File: src/rtl/vga_campos_texto_pkg.sv
// Shared constants and types for the VGA text-field renderer:
// font character codes, glyph geometry, colours and pipeline metadata.
package vga_campos_texto_pkg;

  localparam int GLYPH_W = 8;
  localparam int GLYPH_H = 16;
  localparam int CHAR_W  = 7;
  localparam int ROW_W   = 4;
  localparam int ADDR_W  = CHAR_W + ROW_W;

  localparam logic [CHAR_W-1:0] CHR_0     = 7'h30;
  localparam logic [CHAR_W-1:0] CHR_COLON = 7'h3A;
  localparam logic [CHAR_W-1:0] CHR_BLANK = 7'h20;

  localparam logic [2:0] RGB_OFF    = 3'b000;
  localparam logic [2:0] RGB_GREEN  = 3'b010;
  localparam logic [2:0] RGB_RED    = 3'b100;
  localparam logic [2:0] RGB_YELLOW = 3'b110;

  typedef enum logic [1:0] {
    SLOT_TENS  = 2'd0,
    SLOT_UNITS = 2'd1,
    SLOT_SEP   = 2'd2
  } slot_t;

  // Per-pixel attributes that travel alongside the font ROM access.
  typedef struct packed {
    logic [2:0] x;
    logic       vis;
    logic       cur;
    logic       blank;
    logic       ring;
  } pix_meta_t;

  function automatic logic [CHAR_W-1:0] bcd_char(input logic [3:0] d);
    return (d <= 4'd9) ? (CHR_0 + {3'b000, d}) : CHR_BLANK;
  endfunction

endpackage

File: src/rtl/vga_campos_texto_parpadeo.sv
// Cursor blink generator: free-running half-period counter and phase bit,
// restarted to a visible phase whenever any cursor flag rises.
module vga_parpadeo #(
  parameter int BLINK_DIV = 25_000_000,
  parameter int N         = 9
) (
  input  logic         clk,
  input  logic         reset,
  input  logic [N-1:0] bandera,
  output logic         phase
);

  localparam int CW = $clog2(BLINK_DIV);
  localparam logic [CW-1:0] CNT_MAX = CW'(BLINK_DIV - 1);

  logic [CW-1:0] cnt;
  logic [N-1:0]  bandera_q;
  logic          restart;

  assign restart = |(bandera & ~bandera_q);

  // A restart takes priority over a wrap landing on the same edge.
  always_ff @(posedge clk) begin
    if (reset) begin
      cnt       <= '0;
      phase     <= 1'b0;
      bandera_q <= '0;
    end else begin
      bandera_q <= bandera;
      if (restart) begin
        cnt   <= '0;
        phase <= 1'b0;
      end else if (cnt == CNT_MAX) begin
        cnt   <= '0;
        phase <= ~phase;
      end else begin
        cnt <= cnt + 1'b1;
      end
    end
  end

endmodule

File: src/rtl/vga_campos_texto.sv
// Text-row renderer for the VGA clock: NUM_CAMPOS two-digit BCD fields drawn
// from an external sync font ROM through a fixed 3-cycle pixel pipeline.
module vga_campos_texto
  import vga_campos_texto_pkg::*;
#(
  parameter int         NUM_CAMPOS = 9,
  parameter int         ORIGEN_X   = 64,
  parameter int         ORIGEN_Y   = 128,
  parameter int         BLINK_DIV  = 25_000_000,
  parameter logic [2:0] COLOR_NORM = RGB_GREEN,
  parameter logic [2:0] COLOR_CUR  = RGB_RED,
  parameter logic [2:0] COLOR_RING = RGB_YELLOW
) (
  input  logic                    CLK,
  input  logic                    RESET,
  input  logic                    video_on,
  input  logic [9:0]              pixel_x,
  input  logic [9:0]              pixel_y,
  input  logic                    h_sync_in,
  input  logic                    v_sync_in,
  input  logic [8*NUM_CAMPOS-1:0] digitos,
  input  logic [NUM_CAMPOS-1:0]   bandera,
  input  logic                    activring,
  output logic [ADDR_W-1:0]       rom_addr,
  input  logic [7:0]              rom_data,
  output logic                    h_sync,
  output logic                    v_sync,
  output logic                    text_on,
  output logic [2:0]              text_rgb
);

  generate
    if (ORIGEN_X % GLYPH_W != 0) begin : g_bad_origen_x
      $error("vga_campos_texto: ORIGEN_X must be a multiple of 8");
    end
    if (NUM_CAMPOS < 1 || NUM_CAMPOS > 16) begin : g_bad_num_campos
      $error("vga_campos_texto: NUM_CAMPOS must be in 1..16");
    end
    if (BLINK_DIV < 2) begin : g_bad_blink_div
      $error("vga_campos_texto: BLINK_DIV must be at least 2");
    end
  endgenerate

  localparam logic [10:0] X_LO = 11'(ORIGEN_X);
  localparam logic [10:0] X_HI = 11'(ORIGEN_X + 3 * GLYPH_W * NUM_CAMPOS);
  localparam logic [10:0] Y_LO = 11'(ORIGEN_Y);
  localparam logic [10:0] Y_HI = 11'(ORIGEN_Y + GLYPH_H);

  logic              phase;
  logic [9:0]        rel_x;
  logic [6:0]        col;
  logic [ROW_W-1:0]  glyph_row;
  logic              in_region;
  slot_t             slot;
  logic [3:0]        tens;
  logic [3:0]        units;
  logic              cur_flag;
  logic              is_last;
  logic [CHAR_W-1:0] char_code;
  pix_meta_t         s1;
  pix_meta_t         s2;
  logic              pixel_bit;
  logic              lit;
  logic [2:0]        hs_d;
  logic [2:0]        vs_d;

  vga_parpadeo #(
    .BLINK_DIV (BLINK_DIV),
    .N         (NUM_CAMPOS)
  ) u_parpadeo (
    .clk     (CLK),
    .reset   (RESET),
    .bandera (bandera),
    .phase   (phase)
  );

  assign rel_x     = pixel_x - X_LO[9:0];
  assign col       = rel_x[9:3];
  assign glyph_row = pixel_y[3:0] - Y_LO[3:0];
  assign in_region = ({1'b0, pixel_x} >= X_LO) && ({1'b0, pixel_x} < X_HI) &&
                     ({1'b0, pixel_y} >= Y_LO) && ({1'b0, pixel_y} < Y_HI);

  // Field/slot decode by range compare against each field's 3-cell window.
  always_comb begin
    slot     = SLOT_TENS;
    tens     = 4'd0;
    units    = 4'd0;
    cur_flag = 1'b0;
    is_last  = 1'b0;
    for (int i = 0; i < NUM_CAMPOS; i++) begin
      if (col >= 7'(3 * i) && col < 7'(3 * i + 3)) begin
        slot     = slot_t'(2'(col - 7'(3 * i)));
        tens     = digitos[8*i+4 +: 4];
        units    = digitos[8*i +: 4];
        cur_flag = bandera[i] & in_region;
        is_last  = (i == NUM_CAMPOS - 1);
      end
    end
  end

  always_comb begin
    char_code = CHR_BLANK;
    case (slot)
      SLOT_TENS:  char_code = bcd_char(tens);
      SLOT_UNITS: char_code = bcd_char(units);
      SLOT_SEP:   char_code = is_last ? CHR_BLANK : CHR_COLON;
      default:    char_code = CHR_BLANK;
    endcase
  end

  // Stage 1 issues the ROM read; stage 2 waits for the ROM; stage 3 resolves colour.
  always_ff @(posedge CLK) begin
    if (RESET) begin
      rom_addr <= '0;
      s1       <= '0;
      s2       <= '0;
      text_on  <= 1'b0;
      text_rgb <= RGB_OFF;
    end else begin
      rom_addr <= {char_code, glyph_row};
      s1.x     <= rel_x[2:0];
      s1.vis   <= video_on & in_region;
      s1.cur   <= cur_flag;
      s1.blank <= cur_flag & phase;
      s1.ring  <= activring & phase;
      s2       <= s1;
      text_on  <= lit;
      if (!lit)
        text_rgb <= RGB_OFF;
      else if (s2.cur)
        text_rgb <= COLOR_CUR;
      else if (s2.ring)
        text_rgb <= COLOR_RING;
      else
        text_rgb <= COLOR_NORM;
    end
  end

  assign pixel_bit = rom_data[3'd7 - s2.x];
  assign lit       = s2.vis & pixel_bit & ~s2.blank;

  always_ff @(posedge CLK) begin
    if (RESET) begin
      hs_d <= '1;
      vs_d <= '1;
    end else begin
      hs_d <= {hs_d[1:0], h_sync_in};
      vs_d <= {vs_d[1:0], v_sync_in};
    end
  end

  assign h_sync = hs_d[2];
  assign v_sync = vs_d[2];

endmodule

File: config.mk
export PLATFORM = sky130hd
export DESIGN_NAME = vga_campos_texto
export DESIGN_NICKNAME = d
export VERILOG_FILES = /design/src/rtl/vga_campos_texto_pkg.sv /design/src/rtl/vga_campos_texto_parpadeo.sv /design/src/rtl/vga_campos_texto.sv
export SDC_FILE = /design/constraint.sdc
export NUM_CORES = 1
export LEC_CHECK = 0
export BUFFER_PORTS_ARGS = -buffer_cell sky130_fd_sc_hd__buf_2
export CORE_MARGIN = 2
export CORE_UTILIZATION = 50
export DETAILED_ROUTE_END_ITERATION = 10
export GPL_TIMING_DRIVEN = 0
export HOLD_SLACK_MARGIN = 0.08
export PLACE_DENSITY = 0.79
export SYNTH_ARGS = -nofsm -noshare
export SYNTH_HDL_FRONTEND = slang
export SYNTH_SLANG_ARGS = --single-unit
File: constraint.sdc
create_clock -name CLK -period 5.3 [get_ports CLK]
set_input_delay 1.06 -clock CLK [delete_from_list [all_inputs] [get_ports CLK]]
set_output_delay 1.06 -clock CLK [all_outputs]
set_load 0.01 [all_outputs]
== After elaboration in Yosys (flattened, before gate mapping) ==
Index checks and enable logic that the tools add are counted.

* Input bits: 115
* Logic and storage cells: 141
* Register bits after elaboration: 70
* Output and inout port bits: 17

* Magnitude comparators: 25
* Mux-type cells: 45
* Equality and inequality tests: 3
* $add $sub $neg: 13
* Bitwise logic cells: 19
* Reductions and logical operators: 17

{| class="wikitable"
|+ Operator list
! cell !! number
|-
| $mux 4 || 18
|-
| $lt 7x5->1 const B || 4
|-
| $add 25x1->25 const B || 1
|-
| $eq 25x25->1 const B || 1
|-
| $ge 7x4->1 const B || 3
|-
| $ge 7x5->1 const B || 3
|-
| $lt 7x4->1 const B || 3
|-
| $pmux 7 s3 || 1
|-
| $mux 2 || 9
|-
| $add 6x4->7 const A || 2
|-
| $and 1x1->1 || 14
|-
| $mux 7 || 2
|-
| $logic_and 1x1->1 || 12
|-
| $mux 1 || 11
|-
| $reduce_or 11->1 || 1
|-
| $ge 10x7->1 const B || 1
|-
| $ge 10x8->1 const B || 1
|-
| $lt 10x8->1 const B || 1
|-
| $lt 10x9->1 const B || 1
|-
| $reduce_or 10->1 || 1
|-
| $sub 10x7->10 const B || 1
|-
| $and 9x9->9 || 1
|-
| $not 9->9 || 1
|-
| $le 4x4->1 const B || 2
|-
| 18 further kinds || 27
|}

== Logic depth before layout (Yosys ltp) ==
Gate-level depths: netlist (run 1).

* Depth in word-level cells: 15
* Gate-level depth with buffers: 15
* Mapped depth without buffers: 11

== Cells and area by module ==
From an unflattened synthesis (run 1), not the netlist that was laid out.

* Cell total of the unflattened synthesis: 523
* Area, all modules: 4304.1 um^2

{| class="wikitable"
|+ By module, submodules not included
! module !! area an instance (um^2) !! cells each !! seq. area each (um^2) !! instances
|-
| vga_campos_texto || 2677.6 || 346 || 660.6 || 1
|-
| vga_parpadeo || 1626.6 || 177 || 700.7 || 1
|}

== Worst setup path after synthesis (run 1) ==
OpenSTA, ideal clock, no wires.

* Path type: input port to flip-flop
* Start: input port pixel_x[4]
* End: register rom_addr[8]
* Arrival: 3.590 ns
* Stages on the path: 15
* Slack: 1.591 ns
* Data required time: 5.180 ns
* Path buffers: 4
* Setup time: 0.120 ns
* Cells stage by stage: clkbuf_1 buf_2 inv_1 ha_1 nand3b_1 a211o_1 clkbuf_1 nand2b_1 clkbuf_1 o211ai_1 a211o_1 a31oi_1 o21ai_0 and2_0 o31a_1

* Longest elaborated chain between the ends: 15
* Elaborated cells on any way between the ends: 75
* Classes of those cells: add/sub: 11; order compare: 20; eq/ne: 2; mux: 32; reduce/logical: 10

{| class="wikitable"
|+ Ends and longest elaborated chain
! element !! line !! RTL
|-
| start, declared || vga_campos_texto.sv:17 || <nowiki>input logic [9:0] pixel_x,</nowiki>
|-
| $sub 10x7->10 (*) || vga_campos_texto.sv:77 || <nowiki>assign rel_x = pixel_x - X_LO[9:0];</nowiki>
|-
| $ge 7x1->1 / $lt 7x2->1 (equally long branches) || vga_campos_texto.sv:91 || <nowiki>if (col >= 7'(3 * i) && col < 7'(3 * i + 3)) begin</nowiki>
|-
| $logic_and 1x1->1 || vga_campos_texto.sv:91 ||
|-
| $mux 4 (9 in a row) || vga_campos_texto.sv:91 ||
|-
| $add 6x4->7 / $le 4x4->1 (equally long branches) || vga_campos_texto_pkg.sv:36 || <nowiki>return (d <= 4'd9) ? (CHR_0 + {3'b000, d}) : CHR_BLANK;</nowiki>
|-
| $mux 7 || vga_campos_texto_pkg.sv:36 ||
|-
| $pmux 7 s3 (*) || vga_campos_texto.sv:103 || <nowiki>case (slot)</nowiki>
|-
| end signal, assigned || vga_campos_texto.sv:120 || <nowiki>rom_addr <= {char_code, glyph_row};</nowiki>
|-
| end, declared || vga_campos_texto.sv:24 || <nowiki>output logic [ADDR_W-1:0] rom_addr,</nowiki>
|}

Mark *: on every way between the ends. The rest lies on a longest branch, timed or not.
A chain may end at the register's enable or synchronous reset.

== Final worst setup path (run 1) ==
* Start: input port pixel_x[4]
* End: register rom_addr[5]

The elaborated chain is that of the path after synthesis.

==> run summary, run 1 <==
status -> completed
first-pass GRT wire length -> 19600 um
post-synth cell types -> 72
grt met3 use -> 5.38%
DP Area -> 4850 sq um
Max Buffers Root-to-Sink -> 2
YS warnings -> 0
Routed Antenna Nets -> 0
post-synthesis simple-gate area fraction -> 27.3%
CP max stage delay -> 0.69 ns
Commonest cells post-synth -> 68 x dfxtp_1, 60 x nor2_1, 27 x inv_1, 26 x nand3_1, 24 x nor2b_1
FILL cells -> 711
ys flop type -> dfxtp_1
Synth Area in Compound Gates -> 23.0%
met2 global-route usage -> 47.8%
DR iter-0 viols -> 305
CP max-delay cell -> a2111oi_1
Worst-Margin Slew -> 0.932 ns
maximum fanout along the worst path -> 10
Yosys top cell by area -> dfxtp_1
layout cells sized above 1 -> 26.7%
largest net degree at the start of global routing -> 15
asr flop ratio synth -> 0%
Post-Syn Instances -> 499
Post-Syn Area -> 4070 sq um
worst hold path type -> reg -> reg
required time worst endpoint -> 5.58 ns
nets -> 764
clk sinks -> 68
Placeable Area -> 7810 sq um
LEAKAGE -> 2.12 nW
Die Ht -> 94.3 um
Via Count -> 4385
all-layer global routing usage -> 28.4%
design area -> 5050 sq um
# DRC -> 0
post-cts resize count -> 0
Final Slew Violations -> 0
fin crit share -> 80.1%
Worst EP arrival -> 4.53 ns
grt peak-use layer -> met2
Worst Skew -> 0.0110 ns
final core area utilization -> 64.7%
top-area cell type share of the netlist area -> 33.4%
Syn-to-layout area delta -> 24.0%
I/O pins -> 132
main combinational cell family by area after synthesis -> simple AND/OR/NAND/NOR gates
total die area -> 8890 sq um
# setup viols final -> 0
Worst setup SP type -> input port
placed cell count -> 730
input/output buffers -> 128
first drt pass iteration count -> 5
crit-path cells -> buf_2, clkbuf_1, buf_2, inv_1, ha_1, nand3b_1, a211o_1, clkbuf_1, a21boi_0, nor3_1, a21oi_1, o211ai_2, a2111oi_1, a31oi_1, a21boi_1
critical path type -> in -> reg
setup repair bufs after CTS -> 0
Initial Utilization -> 52.2%
Crit path max-delay family -> compound AO/OA/AOI/OAI gates
die width -> 94.3 um
total gr overflow -> 0
Highest Clock Rate -> 236 MHz
R2R setup slack -> 3.09 ns
Buf/Inv on CP -> 5
setup TNS -> 0 ns
via count of the first global-routing pass -> 4201
initial antenna violation count -> 0
Post-Synth Adder-Cell Area -> 3.07%
worst setup path startpoint -> pixel_x[4]
register area share after synthesis -> 33.4%
FP Rows -> 32
PD cells -> 240 nW/um^2
DRT Wirelength -> 12500 um
DR WL/cell -> 16.8 um
n_diodes -> 0
RSZ-0062 raised after global routing -> false
most frequent cell after synthesis -> dfxtp_1
cells taking the most area after synthesis -> dfxtp_1 33%, nor2_1 5.5%, nor2b_1 3.7%
Final min period -> 4.24 ns
Avg Cell Area, Syn -> 8.16 sq um
relative slew slack -> 36.3%
clock latency on the worst-skew pair -> 0.35 ns
RR Startpoint -> u_parpadeo.cnt[8]$_SDFF_PP0_
xor/xnor cell area share of the yosys netlist -> 5.16%
Critical Path Sink Type -> flip-flop
Finished Layout Cells -> 746
Root Driver -> clkbuf_8
mux cell area share after synthesis -> 2.73%
Post-synth EDFFs -> 0
Hold Buf Count CTS -> 0
Num CTS Buffers -> 9
CTS tree -> done
Worst-path clk slew -> 0.08 ns
VDD IR-drop max -> 0.106 mV
H-tree Lvls -> 3
grt met1 use -> 34.3%
hold_ws -> 0.420 ns
RD Place Congestion -> 0.959
endpoints failing hold -> 0
Seq cells post-synth -> 68
MaxCap Viol Count -> 0
Hold Crit Start -> hs_d[1]$_SDFF_PP1_
Post-DP HPWL -> 9890 um
DR vias/cell -> 5.88
-- area by class of cell --
class	instances	area (sq um)	area share (%)
inverter	27	101	2.01
multi-input combinational	381	2500	49.6
tap	102	128	2.53
clock inverter	7	80.1	1.59
buffer	24	110	2.18
clock buffer	9	124	2.45
timing repair buffer	128	641	12.7
sequential	68	1360	27.0
-- worst paths after layout --
path                                                      end  depth (start not counted)
worst min register to register             hs_d[2]$_SDFF_PP1_                          1
worst max register to register  u_parpadeo.cnt[24]$_SDFF_PP0_                          8
worst max-delay path                   rom_addr[5]$_SDFF_PP0_                         15
worst min-delay path                       hs_d[2]$_SDFF_PP1_                          1
-- through the flow --
step | setup WS, ns | power (mW)
finish | 1.06 | 1.21
detailed placement | 0.754 | 0.780
CTS | 1.11 | 1.22
global route | 0.714 | 1.27
floorplan | 1.59 | 0.682
global placement | 0.863 | 0.776
-- registers in the layout, summed over array words and instances (netlist names) --
| register | flops |
|---|---|
| text_rgb | 2 |
| s1 | 7 |
| rom_addr | 10 |
| hs_d | 3 |
| vs_d | 3 |
| s2 | 7 |
| text_on | 1 |
| u_parpadeo.bandera_q | 9 |
| u_parpadeo.phase | 1 |
| u_parpadeo.cnt | 25 |
-- worst register-to-register path: cells and delay by family (launching register included) --
family                 cells  cell delay (ns)
flip-flops                 1             0.31
XOR/XNOR                   1             0.15
AND/OR/NAND/NOR            6             1.38
buffers and inverters      1             0.25
-- power by group --
part           internal (mW)  switching, mW  total, mW  leakage, nW
Clock                  0.224          0.214      0.438       0.0973
Sequential             0.525        0.00408      0.529        0.555
Combinational          0.105          0.140      0.245         1.47
Total                  0.854          0.358       1.21         2.12
-- logic make-up (layout without fill, tap and decap cells) --
| group | count (synthesis) | count (layout) |
|---|---|---|
| and+or+nand+nor | 212 | 212 |
| AOI/OAI and AO/OA | 125 | 125 |
| DFF | 68 | 68 |
| buffers and inverters | 51 | 195 |
| xor gates and xnor gates | 24 | 24 |
| adders and majority gates | 10 | 10 |
| muxes | 8 | 8 |
| other | 1 | 2 |
-- cell usage in the layout, fill, tap and decap left out, types with 4 or more instances in the layout --
master | netlist | layout
inv_6 | 0 | 4
clkbuf_1 | 17 | 17
and2_1 | 6 | 6
a211oi_1 | 9 | 9
o21ai_0 | 12 | 12
a21oi_1 | 22 | 22
xnor2_1 | 8 | 8
xor2_1 | 16 | 16
ha_1 | 10 | 10
nand4_1 | 10 | 10
nand2_1 | 21 | 21
or2_2 | 7 | 7
and3_1 | 16 | 16
nand2b_1 | 7 | 7
a2bb2oi_1 | 5 | 5
o22ai_1 | 9 | 9
mux2_2 | 5 | 5
a221oi_1 | 6 | 6
o2bb2ai_1 | 4 | 4
nand3_1 | 26 | 26
buf_2 | 4 | 132
nor2_1 | 60 | 60
dfxtp_1 | 68 | 68
inv_1 | 27 | 27
nor2b_1 | 24 | 24
nor3_1 | 11 | 11
o21a_1 | 5 | 5
clkbuf_8 | 0 | 9
nor4_1 | 5 | 5
-- per-layer routing --
layer	vias to the layer above	routed length, um	part of all wire [%]
met3	42	1100	8.8
met5	-	0	0
met4	0	576	4.6
met1	1998	5110	41
li1	2100	-	-
met2	245	5720	46
Note: power is estimated with default switching activity, not from simulation.
==> inputs of run 2 (changes only) <==
--- a/config.mk
+++ b/config.mk
@@ -5,13 +5,14 @@
 export SDC_FILE = /design/constraint.sdc
 export NUM_CORES = 1
 export LEC_CHECK = 0
+export ABC_AREA = 1
 export BUFFER_PORTS_ARGS = -buffer_cell sky130_fd_sc_hd__buf_2
 export CORE_MARGIN = 2
-export CORE_UTILIZATION = 50
+export CORE_UTILIZATION = 47
 export DETAILED_ROUTE_END_ITERATION = 10
 export GPL_TIMING_DRIVEN = 0
 export HOLD_SLACK_MARGIN = 0.08
-export PLACE_DENSITY = 0.79
+export PLACE_DENSITY = 0.77
 export SYNTH_ARGS = -nofsm -noshare
 export SYNTH_HDL_FRONTEND = slang
 export SYNTH_SLANG_ARGS = --single-unit
==> constraint.sdc (replaced) <==
create_clock -name CLK -period 3.6 [get_ports CLK]
set_input_delay 0.72 -clock CLK [delete_from_list [all_inputs] [get_ports CLK]]
set_output_delay 0.72 -clock CLK [all_outputs]
set_load 0.01 [all_outputs]
==> run 2 against run 1 <==
Final cell count up 22%. Non-clock buffer count shrank 6. Largest cell class unchanged. Synthesized cell count grew 32%. Area after synthesis up 3.4%.
==> run summary, run 2 <==
most common cell after layout, fill and taps aside -> nand2_1
asr flop ratio synth -> 0% (unchanged)
Critical Path Sink Type -> flip-flop
met2 routed WL -> 5470 um (-4.4%)
fin crit share -> 85.5%
final core area utilization -> 59.6% (-5.1 points)
register share of total power -> 44.4% (+0.7 points)
Final Slew Violations -> 0 (unchanged)
most used cells in the layout excluding fill and tap cells -> 139 x nand2_1, 134 x buf_2, 114 x inv_1
Max Buffers Root-to-Sink -> 2 (unchanged)
Post-synth EDFFs -> 0 (unchanged)
# DRC -> 0 (unchanged)
Seq cells post-synth -> 68 (unchanged)
Avg Cell Area, Syn -> 6.39 sq um (-22%)
DP Area -> 4990 sq um (+3.0%)
PD cells -> 338 nW/um^2 (+41%)
switching portion of total power -> 29.1% (-0.46 points)
post-synth cell types -> 48 (-33%)
Num CTS Buffers -> 9 (unchanged)
Placeable Area -> 8720 sq um (+12%)
uppermost routed layer -> met4
largest net degree at the start of global routing -> 15 (unchanged)
clk sinks -> 68 (unchanged)
maximum fanout along the worst path -> 10 (unchanged)
Hold Buf Count CTS -> 0 (unchanged)
Final min period -> 3.08 ns
first drt pass iteration count -> 6 (+1)
Die Ht -> 98.7 um (+4.7%)
critical path type -> in -> reg
clock latency on the worst-skew pair -> 0.34 ns (about the same)
Initial Utilization -> 48.3% (-3.9 points)
Internal -> 1.25 mW (+46%)
Most flops, register -> u_parpadeo.cnt
max reg flops -> 25 (unchanged)
status -> completed
cells taking the most area after synthesis -> dfxtp_1 32%, nand2_1 12%, inv_1 10%
ys flop type -> dfxtp_1
FP Rows -> 34 (+6.3%)
all-layer global routing usage -> 23.0% (-5.3 points)
CTS tree -> done
Commonest cells post-synth -> 139 x nand2_1, 114 x inv_1, 84 x nor2_1, 68 x dfxtp_1, 49 x nand3_1
DRT Wirelength -> 11000 um (-12%)
required time worst endpoint -> 3.87 ns (-1.71 ns)
endpoints failing hold -> 0 (unchanged)
most frequent cell after synthesis -> nand2_1
total die area -> 9740 sq um (+9.6%)
DR WL/cell -> 12.0 um (-28%)
first-pass GRT wire length -> 18500 um (-5.6%)
# setup viols final -> 0 (unchanged)
I/O pins -> 132 (unchanged)
Post-Syn Area -> 4210 sq um (+3.4%)
Worst EP arrival -> 3.35 ns (-1.18 ns)
met3 wire len -> 675 um (-39%)
RSZ-0062 raised after global routing -> false
largest registers -> u_parpadeo.cnt: 25 flops, rom_addr: 10 flops, u_parpadeo.bandera_q: 9 flops
combinational power share -> 19.6% (-0.6 points)
register area share after synthesis -> 32.3% (-1.1 points)
Root Driver -> clkbuf_8
top-area cell type share of the netlist area -> 32.3% (-1.1 points)
wl on met1 -> 4600 um (-10%)
FILL cells -> 841 (+18%)
Highest Clock Rate -> 325 MHz
n_diodes -> 0 (unchanged)
Worst Skew -> 0.00652 ns (-0.00450 ns)
sw power -> 0.512 mW (+43%)
DR iter-0 viols -> 171 (-44%)
input/output buffers -> 128 (unchanged)
Clk pwr share -> 36.0% (about the same)
RD Place Congestion -> 0.931 (-3.0%)
post-cts resize count -> 0 (unchanged)
Worst setup SP type -> input port
via count of the first global-routing pass -> 4294 (+2.2%)
total gr overflow -> 0 (unchanged)
setup repair bufs after CTS -> 0 (unchanged)
MaxCap Viol Count -> 0 (unchanged)
YS warnings -> 0 (unchanged)
Post-Syn Instances -> 659 (+32%)
hold_ws -> 0.412 ns (-0.00857 ns)
die width -> 98.7 um (+4.7%)
VDD IR-drop max -> 0.209 mV (+98%)
setup TNS -> 0 ns (unchanged)
H-tree Lvls -> 3 (unchanged)
LEAKAGE -> 2.62 nW (+24%)
worst hold path type -> reg -> reg
nets -> 924 (+21%)
design area -> 5200 sq um (+2.9%)
DR vias/cell -> 4.94 (-16%)
Routed Antenna Nets -> 0 (unchanged)
Post-DP HPWL -> 8930 um (-9.7%)
Via Count -> 4503 (+2.7%)
layout cells sized above 1 -> 25.9% (-0.84 points)
initial antenna violation count -> 0 (unchanged)
Yosys top cell by area -> dfxtp_1
Worst-path clk slew -> 0.08 ns (about the same)
Syn-to-layout area delta -> 23.4%
==> run 2: cell types whose count changed after synthesis, sizes merged, moves of 8 or more <==
cell    change
and3       -15
clkbuf     -12
inv        +96
nand2     +131
nand2b      -8
nand3      +25
nor2       +32
nor2b      -24
o21ai      +25
xor2       -13
==> run 2: worst paths after layout <==
| path | depth (start not counted) | startpoint | to | slack, ns |
|---|---|---|---|---|
| max reg2reg | 13 | u_parpadeo.cnt[0]$_SDFF_PP0_ | u_parpadeo.cnt[23]$_SDFF_PP0_ | 1.01 |
| max | 21 | pixel_x[6] | rom_addr[6]$_SDFF_PP0_ | 0.52 |
| min | 2 | s1[2]$_SDFF_PP0_ | s2[2]$_SDFF_PP0_ | 0.41 |
| min reg2reg | 2 | s1[2]$_SDFF_PP0_ | s2[2]$_SDFF_PP0_ | 0.41 |
==> run 2: power groups by stage <==
stage	registers [mW]	logic, mW	clock network (mW)
after floorplan	0.804	0.207	0
after global placement	0.798	0.335	0
after detailed placement	0.798	0.343	0
after CTS	0.781	0.344	0.647
after global routing	0.783	0.388	0.685
final	0.781	0.345	0.633
==> run 2: cells by family (layout without fill, tap and decap cells) <==
logic type	after synthesis	in the layout	share of synthesized area, %
AO/OA/AOI/OAI	93	93	12.9
XOR/XNOR	4	4	0.832
adder cells (fa/ha/maj)	10	10	2.97
buffers and inverters	142	286	14.0
flip-flops	68	68	32.3
other	1	2	0.0890
AND/OR/NAND/NOR	341	341	36.9
==> run 2: metal layers <==
metal | vias up | GRT usage, %
li1 | 2349 | -
met2 | 162 | 42.5
met1 | 1976 | 26.7
met3 | 16 | 4.26
met4 | 0 | 7.69
met5 | - | 0
==> run 2: cell type report <==
type                            instances  area, sq um  area share (%)
Multi-Input combinational cell        450         2270            43.6
Clock buffer                            9          124            2.38
Tap cell                              108          135            2.60
Clock inverter                          7         81.3            1.56
Inverter                              124          473            9.10
Buffer                                 18          116            2.24
Timing Repair Buffer                  128          641            12.3
Sequential cell                        68         1360            26.2
==> run 2: critical path: stages <==
cell and delay [ns]:
buf_2 0.17, inv_2 0.11, ha_1 0.25, xnor2_1 0.30
nand3_2 0.19, nor2_2 0.15, nand3_2 0.12, nand2_2 0.10
buf_2 0.22, nand3_1 0.10, nand2_1 0.09, nand3_1 0.07
nand3_1 0.11, nand2_1 0.07, a21oi_1 0.12, nor2_1 0.09
nand2_2 0.10, nand2_1 0.08, nor2_1 0.09, nor2_1 0.05
nor2_1 0.07
==> run 2: through the flow <==
stage	power, mW	setup slack [ns]	std cells
after floorplan	1.01	0.848	660
after global placement	1.13	0.288	896
after detailed placement	1.14	0.218	896
after CTS	1.77	0.558	912
after global routing	1.86	0.255	912
final	1.76	0.522	912
==> inputs of run 3 (changes only) <==
--- a/config.mk
+++ b/config.mk
@@ -13,6 +13,7 @@
 export GPL_TIMING_DRIVEN = 0
 export HOLD_SLACK_MARGIN = 0.08
 export PLACE_DENSITY = 0.77
+export REMOVE_ABC_BUFFERS = 1
 export SYNTH_ARGS = -nofsm -noshare
 export SYNTH_HDL_FRONTEND = slang
 export SYNTH_SLANG_ARGS = --single-unit
==> constraint.sdc (replaced) <==
create_clock -name CLK -period 3.6 [get_ports CLK]
set_input_delay 0.54 -clock CLK [delete_from_list [all_inputs] [get_ports CLK]]
set_output_delay 0.54 -clock CLK [all_outputs]
set_load 0.01 [all_outputs]
==> run 3 against run 2 <==
Sequential power hardly changed. Maximum frequency shrank 4.7%. Via count fell by 0.60%. Critical path depth is 1 higher. Clock power down 5.5%. Utilization fell by 1.4 points. Non-clock buffer count is 17 lower. Wire length shrank 4.3%. Hold slack got worse by 0.022 ns. Global-route usage decreased by 1.1 points. First-iteration DRC count shrank 15%. Combinational power down 3%.
==> run summary, run 3 (synthesis gave the netlist of run 2 again) <==
setup repair bufs after CTS -> 0 (unchanged)
most used cells in the layout excluding fill and tap cells -> 139 x nand2_1, 129 x buf_2, 114 x inv_1
Die Ht -> 98.7 um (unchanged)
Internal -> 1.26 mW (+0.88%)
RR Startpoint -> u_parpadeo.cnt[0]$_SDFF_PP0_
total gr overflow -> 0 (unchanged)
first drt pass iteration count -> 4 (-2)
clock latency on the worst-skew pair -> 0.33 ns (about the same)
Syn-to-layout area delta -> 20.4%
Num CTS Buffers -> 9 (unchanged)
input/output buffers -> 129 (+0.78%)
relative slew slack -> 49.4%
design area -> 5070 sq um (-2.4%)
die width -> 98.7 um (unchanged)
Worst EP arrival -> 3.50 ns (+0.15 ns)
initial antenna violation count -> 0 (unchanged)
H-tree Lvls -> 3 (unchanged)
Worst-Margin Slew -> 0.757 ns
critical path type -> in -> reg
# setup viols final -> 0 (unchanged)
Worst Skew -> 0.00842 ns (+0.00190 ns)
DRT Wirelength -> 10500 um (-4.3%)
Final Slew Violations -> 0 (unchanged)
Worst setup SP type -> input port
DR WL/cell -> 11.8 um (-2.3%)
first-pass GRT wire length -> 17700 um (-4.8%)
Post-DP HPWL -> 8340 um (-6.7%)
via count of the first global-routing pass -> 4103 (-4.4%)
Crit path max-delay family -> simple AND/OR/NAND/NOR gates
clk sinks -> 68 (unchanged)
combinational power share -> 19.5% (about the same)
Critical Path Sink Type -> flip-flop
LEAKAGE -> 2.56 nW (-2.4%)
setup TNS -> 0 ns (unchanged)
fin crit share -> 89.8% (+4.3 points)
maximum fanout along the worst path -> 11 (+1)
total die area -> 9740 sq um (unchanged)
status -> completed
Most flops, register -> u_parpadeo.cnt
crit-path cells -> buf_2, inv_2, ha_1, xnor2_1, nand4_1, nor2_1, nor2_2, nand2_2, nand2_2, nand2_1, nand2_1, nand2_1, nand2_1, nand2_1, nand2_1, a21oi_2, nand2_1, nand2_2, nand2_1, nor2_1, nor2_1, nor2_1
sw power -> 0.455 mW (-11%)
CTS tree -> done
# DRC -> 0 (unchanged)
Clk pwr share -> 34.9% (-1.1 points)
grt met1 use -> 26.5% (-0.22 points)
PD cells -> 338 nW/um^2 (-0.17%)
Hold Buf Count CTS -> 0 (unchanged)
VDD IR-drop max -> 0.178 mV (-15%)
grt met3 use -> 3.12% (-1.1 points)
MaxCap Viol Count -> 0 (unchanged)
Worst-path clk slew -> 0.06 ns (-0.02 ns)
worst setup path startpoint -> pixel_x[6]
post-cts resize count -> 0 (unchanged)
Placeable Area -> 8720 sq um (unchanged)
Final min period -> 3.23 ns (+0.153 ns)
Max Buffers Root-to-Sink -> 2 (unchanged)
CP dominant cell by count -> nand2_1
CP max stage delay -> 0.60 ns (+0.30 ns)
Routed Antenna Nets -> 0 (unchanged)
endpoints failing hold -> 0 (unchanged)
layout cells sized above 1 -> 24.6% (-1.3 points)
Root Driver -> clkbuf_8
DR iter-0 viols -> 145 (-15%)
most common cell after layout, fill and taps aside -> nand2_1
FP Rows -> 34 (unchanged)
Via Count -> 4476 (-0.60%)
DP Area -> 4880 sq um (-2.2%)
met2 global-route usage -> 38.0% (-4.5 points)
switching portion of total power -> 26.6% (-2.5 points)
RSZ-0062 raised after global routing -> false
all-layer global routing usage -> 21.9% (-1.1 points)
max reg flops -> 25 (unchanged)
CP max-delay cell -> nor2_1
DR vias/cell -> 5.01 (+1.5%)
nets -> 907 (-1.8%)
Initial Utilization -> 48.3% (unchanged)
I/O pins -> 132 (unchanged)
largest net degree at the start of global routing -> 35 (+20)
n_diodes -> 0 (unchanged)
required time worst endpoint -> 3.87 ns (about the same)
grt peak-use layer -> met2
Highest Clock Rate -> 309 MHz (-4.7%)
largest registers -> u_parpadeo.cnt: 25 flops, rom_addr: 10 flops, u_parpadeo.bandera_q: 9 flops
RD Place Congestion -> 0.924 (-0.71%)
Buf/Inv on CP -> 2 (-1)
Hold Crit Start -> h_sync_in
register share of total power -> 45.6% (+1.2 points)
worst hold path type -> in -> reg
==> run 3: cell count changes in the layout (fill, tap and decap cells not counted) <==
cell / previous run / this run
buf_2: 134 / 129
buf_4: 3 / 0
buf_6: 4 / 0
clkbuf_1: 5 / 1
clkbuf_8: 9 / 11
clkinv_2: 0 / 1
clkinv_4: 2 / 1
clkinvlp_4: 1 / 0
inv_6: 4 / 0
==> run 3: power groups by stage <==
stage          clock network (mW)  logic [mW]  registers (mW)
6_report                    0.598       0.333           0.782
2_1_floorplan                   0       0.192           0.804
5_1_grt                     0.646       0.375           0.783
4_1_cts                     0.615       0.333           0.782
3_3_place_gp                    0       0.325           0.798
3_5_place_dp                    0       0.331           0.799
==> run 3: metal layers <==
metal,vias up,wire [um]
li1,2312,-
met1,1968,4610
met2,174,4960
met3,22,669
met4,0,275
met5,-,0
==> run 3: metrics by stage <==
step                      setup slack [ns]  power, mW  hold WS [ns]  util (%)  instances
after floorplan                      0.867      0.996         0.388         -        642
after global placement               0.101       1.12         0.390      56.0        879
after detailed placement            0.0703       1.13         0.396      56.0        879
after CTS                            0.417       1.73         0.373      58.1        893
after global routing                0.0353       1.80         0.381      58.1        893
final                                0.369       1.71         0.389      58.1        893
==> run 3: area by class of cell <==
class	instances	area [sq um]
tap	108	135
clock buffer	12	155
sequential	68	1360
inverter	124	473
timing repair buffer	129	646
fill	798	3650
clock inverter	2	35.0
multi-input combinational	450	2270
==> run 3: final timing paths <==
path	to	slack [ns]	cells past startpoint
worst max register to register	u_parpadeo.cnt[15]$_SDFF_PP0_	0.93	9
worst min-delay path	hs_d[0]$_SDFF_PP1_	0.39	2
worst max-delay path	rom_addr[6]$_SDFF_PP0_	0.37	22
worst min register to register	s2[6]$_SDFF_PP0_	0.40	2
==> run 3: worst register-to-register path: cells and delay by family (launching register included) <==
family                   cells  cell delay, ns
AND/OR/NAND/NOR              5            1.47
buffers and inverters        3            0.55
flip-flops                   1            0.38
adder cells (fa/ha/maj)      1            0.18
